**src/rtl/uart_pkg.sv**
```systemverilog
// Shared types and defaults for the 8N1 UART transmitter.
// Optional even-parity bit is enabled by defining UART_TX_PARITY_EN.
package uart_pkg;

  localparam int DATA_BITS           = 8;
  localparam int CLK_FREQ_HZ_DEFAULT = 10_000_000;
  localparam int BAUD_RATE_DEFAULT   = 115_200;

  typedef enum logic [2:0] {
    IDLE,
    START,
    DATA,
    PARITY,
    STOP
  } tx_state_e;

endpackage

```
**src/rtl/uart_tx_ctrl_if.sv**
```systemverilog
// Handshake and serial-line bundle between the message sequencer and the UART transmitter.
interface uart_tx_ctrl_if;
  import uart_pkg::*;

  logic                 uart_tx_send;
  logic [DATA_BITS-1:0] uart_tx_data;
  logic                 uart_tx_done;
  logic                 uart_tx_busy;
  logic                 uart_txd;

  modport master (
    output uart_tx_send, uart_tx_data,
    input  uart_tx_done, uart_tx_busy, uart_txd
  );

  modport slave (
    input  uart_tx_send, uart_tx_data,
    output uart_tx_done, uart_tx_busy, uart_txd
  );

endinterface

```
**src/rtl/uart_baud_gen.sv**
```systemverilog
// Bit-period timer: bit_tick pulses for one cycle every CLKS_PER_BIT cycles,
// with the phase realigned whenever restart is asserted (frame start).
module uart_baud_gen #(
  parameter int CLKS_PER_BIT = 86
) (
  input  logic clk,
  input  logic rst_n,
  input  logic restart,
  output logic bit_tick
);

  localparam int CW = (CLKS_PER_BIT > 1) ? $clog2(CLKS_PER_BIT) : 1;
  localparam logic [CW-1:0] LAST = CW'(CLKS_PER_BIT - 1);

  logic [CW-1:0] cnt_q;

  // NOTE: sequential state uses non-blocking assignments so every register samples pre-edge values.
  always_ff @(posedge clk) begin
    if (!rst_n) begin
      cnt_q <= '0;
    end else if (restart || (cnt_q == LAST)) begin
      cnt_q <= '0;
    end else begin
      cnt_q <= cnt_q + CW'(1);
    end
  end

  assign bit_tick = (cnt_q == LAST);

endmodule

```
**src/rtl/uart_tx_ctrl.sv**
```systemverilog
// Byte-wide asynchronous serial transmitter (8N1, LSB first, registered outputs).
// Defining UART_TX_PARITY_EN inserts one even-parity bit between data and stop.
module uart_tx_ctrl
  import uart_pkg::*;
#(
  parameter int CLK_FREQ_HZ  = CLK_FREQ_HZ_DEFAULT,
  parameter int BAUD_RATE    = BAUD_RATE_DEFAULT,
  parameter int CLKS_PER_BIT = CLK_FREQ_HZ / BAUD_RATE
) (
  input logic           clk,
  input logic           rst_n,
  uart_tx_ctrl_if.slave tx_if
);

  tx_state_e            state_q, state_d;
  logic [DATA_BITS-1:0] shift_q, shift_d;
  logic [2:0]           idx_q, idx_d;
  logic                 txd_q, txd_d;
  logic                 busy_q, busy_d;
  logic                 done_q, done_d;
  logic                 accept;
  logic                 bit_tick;
`ifdef UART_TX_PARITY_EN
  logic                 parity_q, parity_d;
`endif

  assign accept = (state_q == IDLE) && tx_if.uart_tx_send;

  uart_baud_gen #(.CLKS_PER_BIT(CLKS_PER_BIT)) u_baud_gen (
    .clk      (clk),
    .rst_n    (rst_n),
    .restart  (accept),
    .bit_tick (bit_tick)
  );

  // NOTE: every variable gets a default before the case so no path can infer a latch.
  always_comb begin
    state_d  = state_q;
    shift_d  = shift_q;
    idx_d    = idx_q;
    txd_d    = txd_q;
    busy_d   = busy_q;
    done_d   = 1'b0;
`ifdef UART_TX_PARITY_EN
    parity_d = parity_q;
`endif
    case (state_q)
      IDLE: begin
        txd_d = 1'b1;
        if (tx_if.uart_tx_send) begin
          shift_d  = tx_if.uart_tx_data;
          idx_d    = '0;
          txd_d    = 1'b0;
          busy_d   = 1'b1;
          state_d  = START;
`ifdef UART_TX_PARITY_EN
          parity_d = ^tx_if.uart_tx_data;
`endif
        end
      end
      START: begin
        if (bit_tick) begin
          state_d = DATA;
          txd_d   = shift_q[0];
        end
      end
      DATA: begin
        if (bit_tick) begin
          if (idx_q == 3'(DATA_BITS - 1)) begin
`ifdef UART_TX_PARITY_EN
            state_d = PARITY;
            txd_d   = parity_q;
`else
            state_d = STOP;
            txd_d   = 1'b1;
`endif
          end else begin
            idx_d   = idx_q + 3'd1;
            shift_d = shift_q >> 1;
            txd_d   = shift_q[1];
          end
        end
      end
`ifdef UART_TX_PARITY_EN
      PARITY: begin
        if (bit_tick) begin
          state_d = STOP;
          txd_d   = 1'b1;
        end
      end
`endif
      STOP: begin
        if (bit_tick) begin
          state_d = IDLE;
          txd_d   = 1'b1;
          busy_d  = 1'b0;
          done_d  = 1'b1;
        end
      end
      default: begin
        state_d = IDLE;
        txd_d   = 1'b1;
        busy_d  = 1'b0;
      end
    endcase
  end

  // NOTE: the shift register is reset too; it is a handful of flops, not a memory array.
  always_ff @(posedge clk) begin
    if (!rst_n) begin
      state_q  <= IDLE;
      shift_q  <= '0;
      idx_q    <= '0;
      txd_q    <= 1'b1;
      busy_q   <= 1'b0;
      done_q   <= 1'b0;
`ifdef UART_TX_PARITY_EN
      parity_q <= 1'b0;
`endif
    end else begin
      state_q  <= state_d;
      shift_q  <= shift_d;
      idx_q    <= idx_d;
      txd_q    <= txd_d;
      busy_q   <= busy_d;
      done_q   <= done_d;
`ifdef UART_TX_PARITY_EN
      parity_q <= parity_d;
`endif
    end
  end

  assign tx_if.uart_txd     = txd_q;
  assign tx_if.uart_tx_busy = busy_q;
  assign tx_if.uart_tx_done = done_q;

endmodule

```
**src/flat_wrapper.sv**
```systemverilog
// flat-port wrapper written by rule: the top's interface ports become plain ports
module uart_tx_ctrl_flat import uart_pkg::*;
#(
  parameter int CLK_FREQ_HZ  = CLK_FREQ_HZ_DEFAULT,
  parameter int BAUD_RATE    = BAUD_RATE_DEFAULT,
  parameter int CLKS_PER_BIT = CLK_FREQ_HZ / BAUD_RATE
)
  (clk, rst_n, tx_if_uart_tx_send, tx_if_uart_tx_data, tx_if_uart_tx_done, tx_if_uart_tx_busy, tx_if_uart_txd);
  uart_tx_ctrl_if tx_if_i ();
  input logic clk;
  input logic rst_n;
  input wire logic [$bits(tx_if_i.uart_tx_send)-1:0] tx_if_uart_tx_send;
  input wire logic [$bits(tx_if_i.uart_tx_data)-1:0] tx_if_uart_tx_data;
  output wire logic [$bits(tx_if_i.uart_tx_done)-1:0] tx_if_uart_tx_done;
  output wire logic [$bits(tx_if_i.uart_tx_busy)-1:0] tx_if_uart_tx_busy;
  output wire logic [$bits(tx_if_i.uart_txd)-1:0] tx_if_uart_txd;
  assign tx_if_i.uart_tx_send = tx_if_uart_tx_send;
  assign tx_if_i.uart_tx_data = tx_if_uart_tx_data;
  assign tx_if_uart_tx_done = tx_if_i.uart_tx_done;
  assign tx_if_uart_tx_busy = tx_if_i.uart_tx_busy;
  assign tx_if_uart_txd = tx_if_i.uart_txd;
  uart_tx_ctrl #(.CLK_FREQ_HZ(CLK_FREQ_HZ), .BAUD_RATE(BAUD_RATE), .CLKS_PER_BIT(CLKS_PER_BIT)) u_core (.clk(clk), .rst_n(rst_n), .tx_if(tx_if_i));
endmodule
```
**config.mk**
```make
export PLATFORM = sky130hd
export DESIGN_NAME = uart_tx_ctrl_flat
export DESIGN_NICKNAME = d
export VERILOG_FILES = /design/src/rtl/uart_pkg.sv /design/src/rtl/uart_tx_ctrl_if.sv /design/src/rtl/uart_baud_gen.sv /design/src/rtl/uart_tx_ctrl.sv /design/src/flat_wrapper.sv
export SDC_FILE = /design/constraint.sdc
export NUM_CORES = 1
export LEC_CHECK = 0
export CAP_MARGIN = 25
export CORE_ASPECT_RATIO = 2
export CORE_UTILIZATION = 31
export DETAILED_ROUTE_END_ITERATION = 8
export PLACE_DENSITY_LB_ADDON = 0.15
export SETUP_SLACK_MARGIN = 0.5
export SYNTH_ARGS = -nofsm -noshare
export SYNTH_HDL_FRONTEND = slang
export SYNTH_SLANG_ARGS = --single-unit
```
**constraint.sdc**
```tcl
create_clock -name clk -period 2.2 [get_ports clk]
set_input_delay 0.22 -clock clk [delete_from_list [all_inputs] [get_ports clk]]
set_output_delay 0.22 -clock clk [all_outputs]
set_load 0.1 [all_outputs]
```
==> flow_summary.json <==
{
  "outcome": "complete, no violations",
  "unrepaired_setup_endpoints_after_global_routing": "yes",
  "coreArea_um2": 3610,
  "detail-route-antenna-nets": 0,
  "design.die.area_um2": 4030,
  "post-route-drc-count": 0,
  "final_design_area_no_fill_um2": 1410,
  "synthCells": 128,
  "first_pass_iters": 4,
  "layout.cells.most_common": "sky130_fd_sc_hd__dfxtp_1",
  "cellLeakagePower_nw": 0.507,
  "crit_path_start_kind": "flop",
  "endpoint_kind": "flop",
  "worst_slew_pin_slew_ns": 0.442,
  "final_layout_size_suffix_gt1_share_pct": 16.9,
  "layout.cells.most_common_list": "sky130_fd_sc_hd__dfxtp_1 (23), sky130_fd_sc_hd__nor2_1 (11), sky130_fd_sc_hd__nand2_1 (11)",
  "crit_fanout": 4,
  "global_route.usage.total_pct": 15.0,
  "number_of_max_cap_violations": 0,
  "seq_area_frac_synth_pct": 41.2,
  "start_util_pct": 32.3,
  "detail_route.iter0.violations": 23,
  "worstPathCellList": "ha_2, ha_4, and4b_1, nand2_2, or4_1, a31oi_1",
  "power.density_nw_per_um2": 598,
  "h_tree_level_count": 1,
  "grt_max_degree": 15,
  "holdWs_ns": 0.475,
  "clock_sink_count": 24,
  "holdCritStartpoint": "u_core.u_baud_gen.cnt_q[0]",
  "ys_dominant_reg_cell": "sky130_fd_sc_hd__dfxtp_1",
  "gr-total-overflow": 0,
  "mappedNetlistNets": 143,
  "cts_tree": "built",
  "clock_skew_ns": 0.00229,
  "grt.met1_usage_pct": 14.4,
  "detail_route.wl_per_cell_um": 13.9,
  "worst_r2r_startpoint": "u_core.idx_q[0]",
  "post-cts-setup-buffer-count": 0,
  "worst_setup_path_startpoint": "u_core.idx_q[0]",
  "dp.final_hpwl_um": 2060,
  "first_pass_grt_wire_length_um": 4370,
  "timing_worst_setup_path_type": "reg2reg",
  "io_pins": 14,
  "worstHoldPathType": "reg2reg",
  "critical_path.slowest_cell": "sky130_fd_sc_hd__or4_1",
  "max_clock_freq_mhz": 586,
  "cp_top_family": "simple AND/OR/NAND/NOR gates",
  "finalHoldViolations": 0,
  "peakVddDrop_uv": 450,
  "synth_enable_flop_cells": 0,
  "ys_async_sr_fraction_pct": 0,
  "die_ht_um": 88.7,
  "final_period_minus_worst_setup_slack_ns": 1.71,
  "setup-violations-final": 0,
  "netlist-cell-type-count": 34,
  "gr-usage-met2_pct": 29.1,
  "route.vias.total": 981,
  "cts.clk_slew.worst_paths_ns": 0.08,
  "wl_um": 2650,
  "syn_area_um2": 1170,
  "cp_slowest_stage_delay_ns": 0.40,
  "setup-tns-final_ns": 0,
  "cts_inserted_buffers": 3,
  "design.final.nets": 159,
  "critical_path.n_buffers_inverters": 0,
  "cts_max_path_buffers": 2,
  "yosys_register_bits": 24,
  "top_usage_layer": "met2",
  "portBuffers": 13,
  "via_count_of_the_first_global_routing_pass": 970,
  "synth.avg_cell_area_um2": 9.11,
  "cts.root.buffer_cell": "sky130_fd_sc_hd__clkbuf_8",
  "place.gp.congestion": 0.744,
  "routed_via_density": 5.14,
  "number_of_antenna_violations_at_the_first_check_in_global_routing": 0,
  "postCtsHoldBufs": 0,
  "clock_latency_ns": 0.26,
  "place.detailed.instances": 188,
  "met3_track_demand_over_resource_in_global_routing_pct": 2.45,
  "die_w_um": 45.4,
  "post_placement_cell_area_um2": 1350,
  "timing.final.ws_setup_ns": 0.494,
  "dpl_worst_slack_ns": 0.246,
  "syn2layout_area_growth_pct": 20.9,
  "timing.slew.headroom_pct": 70.2,
  "period_utilization_post_route_pct": 77.5,
  "core.rowCount": 31,
  "post_cts.resized_instances": 5,
  "slew_violations": 0,
  "synth.yosys.warnings": 0,
  "worst_ep_required_time_ns": 2.39,
  "instances_no_fill": 191,
  "cp.arrival_ns": 1.90,
  "antenna-diode-count": 0
}
## state kept, by name (all words and copies together), names as in the netlist
signal	flops
u_core.tx_if.uart_tx_done	1
u_core.shift_q	8
u_core.state_q	3
u_core.idx_q	3
u_core.tx_if.uart_txd	1
u_core.tx_if.uart_tx_busy	1
u_core.u_baud_gen.cnt_q	7
## layer usage
| metal | routed length [um] | part of all wire, % |
|---|---|---|
| met2 | 1470 | 55 |
| met5 | 0 | 0 |
| met4 | 46 | 1.7 |
| met3 | 73 | 2.8 |
| met1 | 1060 | 40 |
## cells by family (layout without fill, tap and decap cells)
kind of cell	after synthesis	count (layout)	synth area share, %
compound gates	30	30	19.4
xor+xnor	6	6	4.51
fa+ha+maj	4	4	4.29
buf+inv	11	25	4.40
flops	24	24	41.2
mux	7	7	6.01
simple gates	46	46	20.2
## per-stage QoR
| stage | utilization [%] | power, mW |
|---|---|---|
| global route | 39.1 | 0.874 |
| finish | 39.1 | 0.844 |
| global placement | 37.4 | 0.593 |
| CTS | 39.0 | 0.849 |
| detailed placement | 37.4 | 0.595 |
| floorplan | - | 0.551 |
## worst reg2reg max path, cell delays in order (launching register included)
cell,delay (ns)
sky130_fd_sc_hd__dfxtp_2,0.34
sky130_fd_sc_hd__ha_2,0.20
sky130_fd_sc_hd__ha_4,0.17
sky130_fd_sc_hd__and4b_1,0.30
sky130_fd_sc_hd__nand2_2,0.07
sky130_fd_sc_hd__or4_1,0.40
sky130_fd_sc_hd__a31oi_1,0.17
## final timing paths
| path | slack [ns] | cells after the start | to |
|---|---|---|---|
| max | 0.49 | 6 | u_core.idx_q[0] |
| min | 0.48 | 1 | u_core.u_baud_gen.cnt_q[0] |
| min reg2reg | 0.48 | 1 | u_core.u_baud_gen.cnt_q[0] |
| max reg2reg | 0.49 | 6 | u_core.idx_q[0] |
## power by group
group	internal [mW]	switching, mW
Sequential	0.453	0.0147
Clock	0.123	0.137
Combinational	0.0518	0.0646
Total	0.627	0.216
## synth_stat cells (2+ instances only)
| cell | number | share of area (%) |
|---|---|---|
| sky130_fd_sc_hd__mux2i_1 | 7 | 6.0 |
| sky130_fd_sc_hd__inv_1 | 5 | 1.6 |
| sky130_fd_sc_hd__and3_1 | 2 | 1.1 |
| sky130_fd_sc_hd__o21ai_0 | 6 | 2.6 |
| sky130_fd_sc_hd__a21oi_1 | 8 | 3.4 |
| sky130_fd_sc_hd__dfxtp_1 | 24 | 41 |
| sky130_fd_sc_hd__xnor2_1 | 4 | 3.0 |
| sky130_fd_sc_hd__ha_1 | 4 | 4.3 |
| sky130_fd_sc_hd__clkbuf_1 | 3 | 0.97 |
| sky130_fd_sc_hd__buf_2 | 2 | 0.86 |
| sky130_fd_sc_hd__nor3b_1 | 2 | 1.3 |
| sky130_fd_sc_hd__nor2_1 | 12 | 3.9 |
| sky130_fd_sc_hd__o221a_2 | 9 | 8.7 |
| sky130_fd_sc_hd__nand2_1 | 12 | 3.9 |
| sky130_fd_sc_hd__xor2_1 | 2 | 1.5 |
| sky130_fd_sc_hd__nand3_1 | 8 | 3.4 |
## final cells by class
cell class | count | area, um^2
fillers | 389 | 2200
multi-input cells | 93 | 654
flip-flops and latches | 24 | 482
repair buffers | 17 | 153
well taps | 49 | 61.3
clock buffers | 3 | 41.3
inverters | 5 | 18.8
(Power assumes the default switching activity.)
